### config.mk
export PLATFORM = sky130hd
export DESIGN_NAME = i2c_target
export DESIGN_NICKNAME = d
export VERILOG_FILES = /design/src/rtl/i2c_target.sv
export SDC_FILE = /design/constraint.sdc
export NUM_CORES = 1
export LEC_CHECK = 0
export ABC_CLOCK_PERIOD_IN_PS = 3900
export BUFFER_PORTS_ARGS = -buffer_cell sky130_fd_sc_hd__buf_2
export CAP_MARGIN = 20
export CORE_UTILIZATION = 60
export CTS_CLUSTER_DIAMETER = 120
export DETAILED_ROUTE_END_ITERATION = 10
export HOLD_SLACK_MARGIN = 0.02
export PLACE_DENSITY = 0.88
export SLEW_MARGIN = 20
export SYNTH_ARGS = -nofsm -noshare
export SYNTH_HDL_FRONTEND = slang
export SYNTH_SLANG_ARGS = --single-unit
### constraint.sdc
create_clock -name PCLK -period 3.9 [get_ports PCLK]
set_input_delay 0.975 -clock PCLK [delete_from_list [all_inputs] [get_ports PCLK]]
set_output_delay 0.975 -clock PCLK [all_outputs]
set_load 0.01 [all_outputs]
### src/rtl/i2c_target.sv
// i2c_target: I2C target with fixed 7-bit address, write delivery and read request/valid handshake.
// Optional SCL clock stretching on missing read data is enabled by defining I2C_TARGET_STRETCH_EN.
module i2c_target #(
  parameter int DATA_WIDTH = 8,
  parameter logic [6:0] TARGET_ADDR = 7'h50,
  parameter int SYNC_STAGES = 2
) (
  input  logic PCLK,
  input  logic PRESETn,
  input  logic SCL_IN,
  input  logic SDA_IN,
  output logic SDA_OE,
  output logic SCL_OE,
  output logic [DATA_WIDTH-1:0] DATA_R,
  output logic DATA_R_VLD,
  output logic DATA_W_REQ,
  input  logic [DATA_WIDTH-1:0] DATA_W,
  input  logic DATA_W_VLD,
  output logic BUSY,
  output logic RD_UNDERRUN
);
`ifdef I2C_TARGET_STRETCH_EN
  localparam bit STRETCH = 1'b1;
`else
  localparam bit STRETCH = 1'b0;
`endif
  localparam logic [3:0] LAST = 4'(DATA_WIDTH);
  typedef enum logic [2:0] {IDLE, ADDR, ADDR_ACK, WR_DATA, WR_ACK, RD_DATA, RD_ACK, IGNORE} state_t;
  logic [SYNC_STAGES-1:0] r_scl_sync, r_sda_sync;
  logic r_scl_q, r_sda_q, r_rise, r_fall, r_start, r_stop;
  logic w_scl, w_sda, w_load;
  state_t r_state, n_state;
  logic [3:0] r_cnt, n_cnt;
  logic [DATA_WIDTH-1:0] r_shift, n_shift, r_tx, n_tx, r_wbyte, n_wbyte, r_data_r, n_data_r;
  logic r_have, n_have, r_req, n_req, r_sda_oe, n_sda_oe, r_scl_oe, n_scl_oe;
  logic r_busy, n_busy, r_pend, n_pend, r_vld, r_under, n_under;
  logic [1:0] r_setup, n_setup;
  assign w_scl = r_scl_sync[SYNC_STAGES-1];
  assign w_sda = r_sda_sync[SYNC_STAGES-1];
  always_ff @(posedge PCLK or negedge PRESETn) begin
    if (!PRESETn) begin
      r_scl_sync <= '1;
      r_sda_sync <= '1;
      r_scl_q <= 1'b1;
      r_sda_q <= 1'b1;
      r_rise <= 1'b0;
      r_fall <= 1'b0;
      r_start <= 1'b0;
      r_stop <= 1'b0;
    end else begin
      r_scl_sync <= {r_scl_sync[SYNC_STAGES-2:0], SCL_IN};
      r_sda_sync <= {r_sda_sync[SYNC_STAGES-2:0], SDA_IN};
      r_scl_q <= w_scl;
      r_sda_q <= w_sda;
      r_rise <= w_scl & ~r_scl_q;
      r_fall <= ~w_scl & r_scl_q;
      r_start <= w_scl & r_scl_q & ~w_sda & r_sda_q;
      r_stop <= w_scl & r_scl_q & w_sda & ~r_sda_q;
    end
  end
  always_ff @(posedge PCLK or negedge PRESETn) begin
    if (!PRESETn) begin
      r_state <= IDLE;
      r_cnt <= '0;
      r_shift <= '0;
      r_tx <= '0;
      r_wbyte <= '0;
      r_data_r <= '0;
      r_have <= 1'b0;
      r_req <= 1'b0;
      r_sda_oe <= 1'b0;
      r_scl_oe <= 1'b0;
      r_busy <= 1'b0;
      r_pend <= 1'b0;
      r_vld <= 1'b0;
      r_under <= 1'b0;
      r_setup <= '0;
    end else begin
      r_state <= n_state;
      r_cnt <= n_cnt;
      r_shift <= n_shift;
      r_tx <= n_tx;
      r_wbyte <= n_wbyte;
      r_data_r <= n_data_r;
      r_have <= n_have;
      r_req <= n_req;
      r_sda_oe <= n_sda_oe;
      r_scl_oe <= n_scl_oe;
      r_busy <= n_busy;
      r_pend <= n_pend;
      r_vld <= r_pend;
      r_under <= n_under;
      r_setup <= n_setup;
    end
  end
  // The MSB of a read byte is loaded on the falling edge that ends an ACK slot.
  assign w_load = r_fall & ((r_state == ADDR_ACK & r_shift[0]) | (r_state == RD_DATA & r_cnt == 4'd0));
  always_comb begin
    n_state = r_state;
    n_cnt = r_cnt;
    n_shift = r_shift;
    n_tx = r_tx;
    n_wbyte = r_wbyte;
    n_data_r = r_data_r;
    n_have = r_have;
    n_req = r_req;
    n_sda_oe = r_sda_oe;
    n_scl_oe = r_scl_oe;
    n_busy = r_busy;
    n_pend = 1'b0;
    n_under = 1'b0;
    n_setup = r_setup;
    if (r_req && DATA_W_VLD) begin
      n_wbyte = DATA_W;
      n_have = 1'b1;
      n_req = 1'b0;
    end
    if (r_stop || r_start) begin
      n_state = r_stop ? IDLE : ADDR;
      n_cnt = '0;
      n_sda_oe = 1'b0;
      n_scl_oe = 1'b0;
      n_busy = r_stop ? 1'b0 : r_busy;
      n_req = 1'b0;
      n_have = 1'b0;
      n_setup = '0;
    end else if (STRETCH && r_scl_oe) begin
      // SCL is held low; once data arrives drive the MSB, then give it setup time before releasing.
      if (r_setup != 2'd0) begin
        n_setup = r_setup - 2'd1;
        n_scl_oe = r_setup != 2'd1;
      end else if (r_have) begin
        n_tx = r_wbyte;
        n_have = 1'b0;
        n_sda_oe = ~r_wbyte[DATA_WIDTH-1];
        n_cnt = 4'd1;
        n_setup = 2'd2;
      end
    end else if (w_load) begin
      n_state = RD_DATA;
      if (r_have) begin
        n_tx = r_wbyte;
        n_have = 1'b0;
        n_sda_oe = ~r_wbyte[DATA_WIDTH-1];
        n_cnt = 4'd1;
      end else if (STRETCH) begin
        n_scl_oe = 1'b1;
        n_sda_oe = 1'b0;
        n_cnt = 4'd0;
      end else begin
        n_tx = '1;
        n_sda_oe = 1'b0;
        n_under = 1'b1;
        n_cnt = 4'd1;
      end
    end else begin
      case (r_state)
        ADDR, WR_DATA: begin
          if (r_rise) begin
            n_shift = {r_shift[DATA_WIDTH-2:0], r_sda_q};
            n_cnt = r_cnt + 4'd1;
            n_data_r = (r_state == WR_DATA && r_cnt == LAST - 4'd1) ? {r_shift[DATA_WIDTH-2:0], r_sda_q} : r_data_r;
            n_pend = r_state == WR_DATA && r_cnt == LAST - 4'd1;
          end else if (r_fall && r_cnt == LAST) begin
            n_sda_oe = r_state == WR_DATA || r_shift[DATA_WIDTH-1:1] == TARGET_ADDR;
            n_state = r_state == WR_DATA ? WR_ACK : (r_shift[DATA_WIDTH-1:1] == TARGET_ADDR ? ADDR_ACK : IGNORE);
            n_busy = r_busy || (r_state == ADDR && r_shift[DATA_WIDTH-1:1] == TARGET_ADDR);
          end
        end
        ADDR_ACK: begin
          n_req = (r_rise && r_shift[0]) ? 1'b1 : n_req;
          if (r_fall) begin
            n_sda_oe = 1'b0;
            n_cnt = '0;
            n_state = WR_DATA;
          end
        end
        WR_ACK: begin
          if (r_fall) begin
            n_sda_oe = 1'b0;
            n_cnt = '0;
            n_state = WR_DATA;
          end
        end
        RD_DATA: begin
          if (r_fall) begin
            n_state = r_cnt == LAST ? RD_ACK : RD_DATA;
            n_sda_oe = r_cnt == LAST ? 1'b0 : ~r_tx[DATA_WIDTH-2];
            n_tx = r_cnt == LAST ? r_tx : {r_tx[DATA_WIDTH-2:0], 1'b1};
            n_cnt = r_cnt == LAST ? r_cnt : r_cnt + 4'd1;
          end
        end
        RD_ACK: begin
          if (r_rise) begin
            n_state = r_sda_q ? IGNORE : RD_DATA;
            n_req = ~r_sda_q;
            n_have = r_sda_q ? 1'b0 : n_have;
            n_cnt = '0;
          end
        end
        default: ;
      endcase
    end
  end
  assign SDA_OE = r_sda_oe;
  assign SCL_OE = STRETCH & r_scl_oe;
  assign DATA_R = r_data_r;
  assign DATA_R_VLD = r_vld;
  assign DATA_W_REQ = r_req;
  assign BUSY = r_busy;
  assign RD_UNDERRUN = r_under;
endmodule

### After elaboration in Yosys (flattened, before gate mapping)

Index checks and enable logic that the tools add are counted.

| word-level totals | value |
|---|---|
| word-level logic and storage cells | 146 |
| bits in latches | 0 |
| bits of input ports | 13 |
| memories kept | 0 |
| memory bits (read-only) | 0 |
| register bits after elaboration | 55 |
| memory bits (writable) | 0 |

| operators by class | value |
|---|---|
| $lt $le $gt $ge | 0 |
| shift-type cells | 0 |
| $add $sub $neg | 1 |
| multiply operators | 0 |
| bitwise operators | 19 |
| reductions and logical operators | 24 |
| muxes and demuxes | 61 |
| equality and inequality tests | 20 |
| divide/modulo/power cells | 0 |

Operators by type and width:

| cell | count |
|---|---|
| $mux W7 | 5 |
| $mux W1 | 34 |
| $mux W4 | 7 |
| $mux W3 | 9 |
| $ne A4 B4 Y1 const B | 5 |
| $pmux W4 S4 | 1 |
| $reduce_and A5 Y1 | 3 |
| $pmux W3 S4 | 1 |
| $reduce_and A6 Y1 | 2 |
| $and A1 B1 Y1 | 10 |
| $eq A3 B3 Y1 const B | 3 |
| $not A1 Y1 | 8 |
| $reduce_and A4 Y1 | 2 |
| $reduce_bool A2 Y1 | 4 |
| $eq A7 B7 Y1 const B | 1 |
| $eq A3 B2 Y1 const B | 2 |
| $reduce_bool A6 Y1 | 1 |
| $logic_and A1 B1 Y1 | 5 |
| $reduce_bool A5 Y1 | 1 |
| $add A4 B1 Y4 const B | 1 |
| $eq A4 B3 Y1 const B | 1 |
| $eq A4 B4 Y1 const B | 1 |
| $logic_not A4 Y1 | 1 |
| $mux W2 | 2 |
| 10 further kinds | 15 |

### Depth between registers and ports, before layout

Gate-level depths: netlist (run 1).

| depth | value |
|---|---|
| depth after elaboration | 8 |
| gate-level depth with buffers | 8 |
| depth with buffers taken out | 7 |

### Least setup slack after synthesis (run 1)

No wires, ideal clock.

| timing path | value |
|---|---|
| kind | register to register |
| start point | reg r_start |
| end point | reg r_data_r[1] (netlist: DATA_R[1]) |
| period minus slack after synthesis | 1,872 ps |
| data arrival time | 1,747 ps |
| path slack | 2,028 ps |
| path buffers | 1 |
| library setup time | 125 ps |
| stages on the path, launching flop included | 6 |
| cells stage by stage | dfrtp_1 -> nor2_4 -> nand4_4 -> or4_4 -> buf_6 -> mux2_4 |

| on the way | value |
|---|---|
| cells in the longest elaborated chain, start to end | 3 |

Ends and longest elaborated chain:

| what | line | text |
|---|---|---|
| start: declaration | 30 | `logic r_scl_q, r_sda_q, r_rise, r_fall, r_start, r_stop;` |
| start signal: assignment | 57 | `r_start <= w_scl & r_scl_q & ~w_sda & r_sda_q;` |
| $logic_or A1 B1 Y1 | 118 | `if (r_stop \|\| r_start) begin` |
| $not A1 Y1 (no source line) | - |  |
| $reduce_and A5 Y1 (no source line) | - |  |
| end signal: assignment | 84 | `r_data_r <= n_data_r;` |
| end: declaration | 34 | `logic [DATA_WIDTH-1:0] r_shift, n_shift, r_tx, n_tx, r_wbyte, n_wbyte, r_data_r, n_data_r;` |

Every way passes these cells.
A chain may end at the register's enable or synchronous reset.

### Final worst setup path (run 1)

| timing path | value |
|---|---|
| start point | reg r_state[1] |
| end point | reg r_cnt[2] |

| on the way | value |
|---|---|
| cells in the longest elaborated chain, start to end | 6 |
| elaborated cells between the ends (all ways) | 22 |
| classes of those cells | eq/ne: 11; mux: 3; bitwise: 4; reduce/logical: 4 |

Ends and longest elaborated chain:

| what | line | text |
|---|---|---|
| start: declaration | 32 | `state_t r_state, n_state;` |
| start signal: assignment | 79 | `r_state <= n_state;` |
| $eq A3 B2 Y1 / $eq A3 B3 Y1 (equally long branches) | 97, 157 |  |
| $and A1 B1 Y1 | 97 | `assign w_load = r_fall & ((r_state == ADDR_ACK & r_shift[0]) \| (r_state == RD_DATA & r_cnt == 4'd0));` |
| $or A1 B1 Y1 | 97 |  |
| $and A1 B1 Y1 | 97 |  |
| $ne A4 B4 Y1 (no source line) (tied with other cells) | - |  |
| $reduce_and A6 Y1 (no source line) / $mux W4 (equally long branches) | - |  |
| end signal: assignment | 80 | `r_cnt <= n_cnt;` |
| end: declaration | 33 | `logic [3:0] r_cnt, n_cnt;` |

Several ways; a longest one is shown, not always the timed one.

==> results of run 1 <==
## worst paths after layout
kind,from,to,slack (ns),cells after the start
worst min-delay path,r_sda_sync[0]$_DFF_PN1_,r_sda_sync[1]$_DFF_PN1_,0.36,0
min in group asynchronous,PRESETn,DATA_R[4]$_DFFE_PN0P_,0.76,1
worst min register to register,r_sda_sync[0]$_DFF_PN1_,r_sda_sync[1]$_DFF_PN1_,0.36,0
worst max register to register,r_state[1]$_DFFE_PN0P_,r_cnt[2]$_DFFE_PN0P_,1.75,5
worst max-delay path,r_state[1]$_DFFE_PN0P_,r_cnt[2]$_DFFE_PN0P_,1.75,5
max in group asynchronous,PRESETn,SDA_OE$_DFFE_PN0P_,2.41,2
## registers in the layout, indices dropped and copies added, names as in the netlist, 2 cells and up
| signal | flops |
|---|---|
| r_scl_sync | 2 |
| DATA_R | 8 |
| r_sda_sync | 2 |
| r_tx | 7 |
| r_cnt | 4 |
| r_wbyte | 8 |
| r_state | 3 |
| r_shift | 8 |
## cells in the mapped netlist (all sizes together) (2+ instances only)
cell type   n  area share
o211ai      3      0.0089
nor3        5      0.0099
mux2i       2      0.0079
clkbuf      5      0.0074
nand2b      5       0.012
and3b       4       0.014
mux2       22        0.11
dfrtp      49        0.48
o21ai      23       0.045
nor2b       4      0.0099
nand4       3       0.013
a31oi       4      0.0099
nand3b      8       0.024
buf         3      0.0094
a22oi       2      0.0059
nand2      18       0.027
nand3       4      0.0079
nor2        9       0.016
dfstp       6       0.062
a21oi       8       0.016
inv        11       0.016
nor4bb      3       0.012
nor3b       3      0.0089
ha          2      0.0099
## logic make-up after synthesis
family          Yosys count
fa+ha+maj                 2
other cells               1
buf+inv                  19
flops                    55
mux                      24
compound gates           50
simple gates             72
## layer usage
metal | routed length (um) | part of all wire | up-vias
li1 | - | - | 851
met4 | 118 | 0.025 | 0
met1 | 2010 | 0.43 | 857
met3 | 218 | 0.047 | 10
met2 | 2290 | 0.49 | 51
met5 | 0 | 0 | -
## critical path, stage by stage (launching register included)
cell and delay (ns):
dfrtp_1 0.62, nor4bb_1 0.44, a22o_1 0.49, nor3_1 0.18, a21oi_1 0.19, o22ai_1 0.09
## power breakdown
group / internal (uW) / switching [uW] / leakage, uW
Combinational: 263 / 271 / 0.000553
Sequential: 727 / 174 / 0.000705
Clock: 129 / 188 / 0.0000443
## final cells by class
cell class / count / share of cell area
Sequential cell: 55 / 0.498
Multi-Input combinational cell: 149 / 0.383
Timing Repair Buffer: 26 / 0.0477
Clock buffer: 5 / 0.0248
Tap cell: 50 / 0.0225
Inverter: 11 / 0.0149
Clock inverter: 3 / 0.00901
## metrics by stage
stage	area (um^2)	utilization	hold WS, ns
2_1_floorplan	2530	-	0.331
3_3_place_gp	2680	0.666	0.336
3_5_place_dp	2680	0.666	0.343
4_1_cts	2780	0.689	0.362
5_1_grt	2780	0.689	0.363
6_report	2780	0.689	0.360
==> impl_summary.txt, run 1 <==
----------------------------------------------------
[STA]
  Slew HR ... 0.443
  Fmax achieved ... roughly 470 MHz
  Least setup slack across all paths after layout ... approximately 1.8 ns
  Unrepaired setup endpoints after global routing ... no
  Fin crit share ... 0.550
  Total Negative Setup Slacks ... 0 ns
  Fin. max-slew vios ... 0
  Final setup viols ... 0
  Worst setup skew after layout ... ~0.014 ns
  Post-route minimum period ... between 2 and 2.5 ns
  Slew at the pin closest to its max-slew limit ... approximately 0.84 ns
  Final number of hold-violating endpoints ... 0

[GRT]
  Most congested layer reported by global routing ... met2
  First-pass GRT wire length ... between 7 and 8 mm
  Maximum number of pins on one net before global-route repair ... 41
  Vias in the first global route ... 1708
  Total congestion overflow ... 0
  GRT Total Usage ... 0.237
  GR Layer Usage met3 ... 0.0548
  Antenna violations before repair ... 0
  Grt met1 use ... 0.293
  GR Util met2 ... 0.388

[Logic synthesis]
  Syn Nets ... approximately 240
  Fraction of the mapped netlist area in compound gates ... 0.118
  Area share of xor/xnor cells in the synthesized design ... 0
  Number of enable flip-flop cells after synthesis ... 0
  Number of distinct standard cells referenced by the synthesized netlist ... 46
  Adder-cell share of the synthesized area ... 0.00989
  Number of instances in the synthesized netlist ... 223
  Share of synthesized cell area in and, or, nand and nor gates ... 0.174
  Number of synthesis warnings ... 0
  Flop and latch count out of synthesis ... 55
  Most used DFF post-synth ... dfrtp_1
  Sequential element share of the synthesized area ... 0.547
  Synthesized area per cell ... between 10 and 15 um^2
  Combinational family with the most area after synthesis ... simple AND/OR/NAND/NOR gates
  Area of the mapped netlist ... 2530 um^2
  Mux cell area share after synthesis ... 0.116
  FFs w/ async S/R, synth ... 1.00

[Floorplanning]
  Overall die height ... approximately 67 um
  Cell row count ... 23
  Total die area ... between 4000 and 5000 um^2
  Count of boundary I/O pins ... 27
  Floorplan die width ... approximately 67 um
  Standard cell core area ... slightly above 4000 um^2
  Effective utilization at floorplan ... 0.628

[Power]
  Pwr/cell area ... around 630 nW/um^2
  Worst supply voltage drop on vdd ... roughly 0.41 mV
  Overall power ... between 1500 and 2000 uW
  Cell leakage power ... approximately 0.0013 uW

[Cells and area]
  Number of nets in the layout ... 263
  Footprint of the multi-input gates ... between 1000 and 1500 um^2
  Total inserted antenna cells ... 0
  Most frequent cells in the layout ... 49 x dfrtp_1, 25 x buf_2, 23 x o21ai_0
  Fillers ... between 300 and 400
  Fraction of final layout cells sized beyond drive strength 1 ... 0.265
  Number of standard cells in the final layout excluding fillers ... 299
  Combined flip-flop and latch cell area ... between 1000 and 1500 um^2
  Most common cell after layout, fill and taps aside ... dfrtp_1
  Area Overhead vs Synth ... 9.74%

[Placed design]
  Routability congestion estimate from global placement ... about 0.86
  Cell Count Post-Placement ... between 200 and 300
  HPWL reported at the end of detailed placement ... around 3.3 mm
  Quantity of I/O buffers inserted on ports ... 25
  Worst setup slack before clock tree synthesis ... roughly 1.8 ns

[Worst setup path]
  Critical Path Source Type ... flip-flop
  Arrival time reported for the critical path endpoint ... ~2.3 ns
  Data required time at the worst endpoint ... ~4.1 ns
  Top fanout value on the critical path ... 17
  Category of the worst setup path capture point ... flip-flop
  Classification of the worst setup path ... flip-flop to flip-flop

[Routing]
  Average wire per cell in the routed design ... around 16 um
  DRC viols ... 0
  Antenna-violating nets left ... 0
  Number of iterations in the first detailed-routing pass ... 4
  Post-detailed-route via-to-cell ratio ... ~5.9
  Detailed router's first-iteration violation count ... between 90 and 100
  Via count ... around 1.8k
  Final wirelength ... 4.65 mm

[Clocking]
  TritonCTS Sinks ... 55
  Clock tree from TritonCTS ... done
  Clk_lat worst skew ... about 0.31 ns
  Maximum clock insertion buffer count ... 2
  Cts hold-fix bufs ... 0
  Post-CTS Resized ... 0
  # H-tree levels ... 2
  Buffer count from post-CTS setup fixing ... 0
  Clock buffer count from CTS ... 5
  Clock-pin slew on the worst setup and hold paths ... around 0.10 ns
  Buffer cell driving the clock tree root ... clkbuf_8

[Worst hold path]
  Hold Crit Class ... flip-flop to flip-flop

[Outcome]
  Result of the run ... complete, no violations

[Job]
  Max-Cap Viols ... 0

----------------------------------------------------
(Power assumes the default switching activity.)
==> run 2, diff against run 1 <==
- ABC_AREA: default -> 1
- ABC_CLOCK_PERIOD_IN_PS: 3900 -> 1800
- CORE_UTILIZATION: 60 -> 52
- PLACE_DENSITY: 0.88 -> 0.81
- clock period: 3.9 -> 1.8 ns (I/O delays scaled with it)
==> run 2 against run 1 <==
Compared with the run above: combinational power rose to 3.5 times the previous value; register-to-register slack got worse by 1.7 ns; sequential cell count did not move; critical path depth rose by 8; first-iteration DRC count rose by 84%; clock power rose by 120%; via count rose by 16%; power rose by 150%; final area rose by 12%.
==> impl_summary.txt, run 2 <==
----------------------------------------------------
[GRT]
  Maximum number of pins on one net before global-route repair ... 25
  Vias in the first global route ... approximately 1.9k
  Total congestion overflow ... 0
  First-pass GRT wire length ... around 8.8 mm
  GRT Total Usage ... 0.215
  Antenna violations before repair ... 0

[Logic synthesis]
  Top cell types by occurrence after synthesis ... 70 x nand2_1, 49 x dfrtp_1, 41 x nor2_1
  Syn Nets ... around 310
  Number of instances in the synthesized netlist ... roughly 300
  Ranking of synthesized cells by area ... dfrtp_1 46%, nand2_1 9.9%, dfstp_2 5.9%
  Portion of synthesized cell area occupied by the leading cell type ... 0.461
  Biggest area consumer among synthesized cells ... dfrtp_1
  Number of distinct standard cells referenced by the synthesized netlist ... 30
  Flop and latch count out of synthesis ... between 50 and 60
  Area of the mapped netlist ... 2660 um^2
  Sequential element share of the synthesized area ... 0.520
  Synthesized area per cell ... 8.90 um^2
  Number of synthesis warnings ... 0
  Most used DFF post-synth ... dfrtp_1
  Number of enable flip-flop cells after synthesis ... 0
  Leading cell type by number of instances after synthesis ... nand2_1
  FFs w/ async S/R, synth ... 1.00

[Routing]
  Via count ... slightly above 2k
  Detailed router's first-iteration violation count ... approximately 170
  Antenna-violating nets left ... 0
  Post-detailed-route via-to-cell ratio ... approximately 5.0
  Average wire per cell in the routed design ... 13.2 um
  DRC viols ... 0
  Number of iterations in the first detailed-routing pass ... 4
  Final wirelength ... between 5 and 6 mm

[Clocking]
  Maximum clock insertion buffer count ... 2
  Clock tree from TritonCTS ... done
  Cts hold-fix bufs ... 0
  Clock buffer count from CTS ... 5
  Clock-pin slew on the worst setup and hold paths ... 0.09 ns
  Buffer cell driving the clock tree root ... clkbuf_8
  Clk_lat worst skew ... 0.30 ns
  # H-tree levels ... 2
  TritonCTS Sinks ... 55

[Placed design]
  Cell Count Post-Placement ... 395
  HPWL reported at the end of detailed placement ... 3.96 mm
  Quantity of I/O buffers inserted on ports ... 25
  Routability congestion estimate from global placement ... approximately 0.92
  Post-detailed-placement cell area ... around 2900 um^2

[Power]
  Switching fraction of total power ... 0.405
  Share of power burned in registers ... 0.413
  Pwr/cell area ... 1410 nW/um^2
  Net switching power figure ... 1770 uW
  Worst supply voltage drop on vdd ... approximately 0.64 mV
  Combinational cell fraction of total power ... 0.429
  Cell leakage power ... between 0.0015 and 0.002 uW
  Overall power ... 4370 uW
  Internal power summed over all cells ... 2600 uW
  Portion of total power attributed to the clock network ... 0.159

[Cells and area]
  Most common cell after layout, fill and taps aside ... nand2_1
  Fillers ... 406
  Area Overhead vs Synth ... 16.8%
  Combined flip-flop and latch cell area ... 1390 um^2
  Total inserted antenna cells ... 0
  Post-route standard cell area excluding fillers ... around 3100 um^2
  Number of standard cells in the final layout excluding fillers ... 410
  Footprint of the multi-input gates ... around 1200 um^2
  Fraction of final layout cells sized beyond drive strength 1 ... 0.300
  Most frequent cells in the layout ... 67 x nand2_1, 48 x dfrtp_1, 38 x nor2_1
  Number of nets in the layout ... around 360

[STA]
  Unrepaired setup endpoints after global routing ... yes
  Fin. max-slew vios ... 0
  Worst setup skew after layout ... ~0.008 ns
  Total Negative Setup Slacks ... 0 ns
  Post-route minimum period ... 1.70 ns
  Fmax achieved ... 587 MHz
  Worst hold slack across all endpoints ... between 0.08 and 0.09 ns
  Fin crit share ... 0.946
  Final setup viols ... 0
  Final number of hold-violating endpoints ... 0

[Worst setup path]
  Arrival time reported for the critical path endpoint ... ~1.9 ns
  Critical Path Source Type ... flip-flop
  Classification of the worst setup path ... flip-flop to flip-flop
  Category of the worst setup path capture point ... flip-flop
  Data required time at the worst endpoint ... 2.00 ns
  Top fanout value on the critical path ... 5

[Floorplanning]
  Effective utilization at floorplan ... 0.552
  Standard cell core area ... roughly 4800 um^2
  Total die area ... 5410 um^2
  Count of boundary I/O pins ... 27
  Overall die height ... 73.5 um
  Floorplan die width ... between 70 and 80 um
  Cell row count ... 25

[Outcome]
  Result of the run ... complete, no violations

[Worst hold path]
  Hold Crit Class ... input pin to async pin

[Job]
  Max-Cap Viols ... 0

----------------------------------------------------
==> run 2: changes by cell type in the layout (fill, tap and decap cells not counted), sizes merged, moves of 12 or more <==
cell,before,now
nand3,4,16
nand2,18,83
mux2,22,7
inv,11,34
nor2,9,45
buf,26,39
==> run 2: timing repair <==
item	CTS	global route
endpoints found under the setup margin	3	23
gates resized for setup	1	20
setup buffers	0	5
pin swaps	0	4
gates cloned	0	2
==> run 2: cell type report <==
| cell class | count | share of cell area |
|---|---|---|
| clock buffer | 7 | 0.0278 |
| tap | 67 | 0.0270 |
| sequential | 55 | 0.446 |
| multi-input combinational | 207 | 0.378 |
| clock inverter | 1 | 0.00282 |
| inverter | 34 | 0.0411 |
| timing repair buffer | 39 | 0.0781 |
==> run 2: power groups by stage <==
| stage | Sequential [uW] | Combinational [uW] | Clock, uW |
|---|---|---|---|
| 2_1_floorplan | 1740 | 1300 | 0 |
| 3_3_place_gp | 1790 | 1630 | 0 |
| 3_5_place_dp | 1810 | 1670 | 0 |
| 4_1_cts | 1790 | 1680 | 709 |
| 5_1_grt | 1840 | 2100 | 755 |
| 6_report | 1800 | 1870 | 694 |
==> run 2: critical path: stages (launching register included) <==
cell and delay, ns:
dfrtp_1 0.42, inv_2 0.10, ha_4 0.13, nand2_1 0.04, nor2_1 0.10, nand2_1 0.07
nand2_2 0.11, nand2_4 0.10, nand3_4 0.09, nand2_4 0.07, nor2_4 0.17, nand2_4 0.09
nand2_2 0.08, nand2_2 0.05
==> run 2: cells by family (layout without fill, tap and decap cells) <==
family | after synthesis | after routing | share of synthesized area
other cells | 1 | 1 | 0.00141
xor+xnor | 1 | 1 | 0.00329
buf+inv | 39 | 81 | 0.0654
mux | 7 | 7 | 0.0296
simple gates | 155 | 157 | 0.285
compound gates | 39 | 39 | 0.0856
fa+ha+maj | 2 | 2 | 0.00941
flops | 55 | 55 | 0.520
==> run 2: routing by layer <==
layer,global-route usage,wire [um],vias to the layer above
li1,-,-,1035
met1,0.305,2460,967
met2,0.344,2670,44
met3,0.0329,192,9
met4,0.0641,91,0
met5,0,0,-
==> run 2: path summary, 6_finish.rpt <==
check	from	end	slack, ns	depth (start not counted)
setup reg to reg	r_cnt[0]$_DFFE_PN0P_	r_cnt[3]$_DFFE_PN0P_	0.1	13
hold reg to reg	r_pend$_DFF_PN0_	DATA_R_VLD$_DFF_PN0_	0.36	0
setup / recovery	r_cnt[0]$_DFFE_PN0P_	r_cnt[3]$_DFFE_PN0P_	0.1	13
hold / removal	PRESETn	DATA_R[5]$_DFFE_PN0P_	0.08	1
min in group PCLK	SCL_IN	r_scl_sync[0]$_DFF_PN1_	0.24	1
max in group asynchronous	PRESETn	r_state[2]$_DFFE_PN0P_	1.17	2
==> run 2: through the flow <==
stage / worst slack [ns] / util
finish: 0.0977 / 0.645
global route: -0.0216 / 0.645
CTS: 0.00686 / 0.622
detailed placement: 0.0278 / 0.603
global placement: 0.0367 / 0.603
floorplan: 0.255 / -
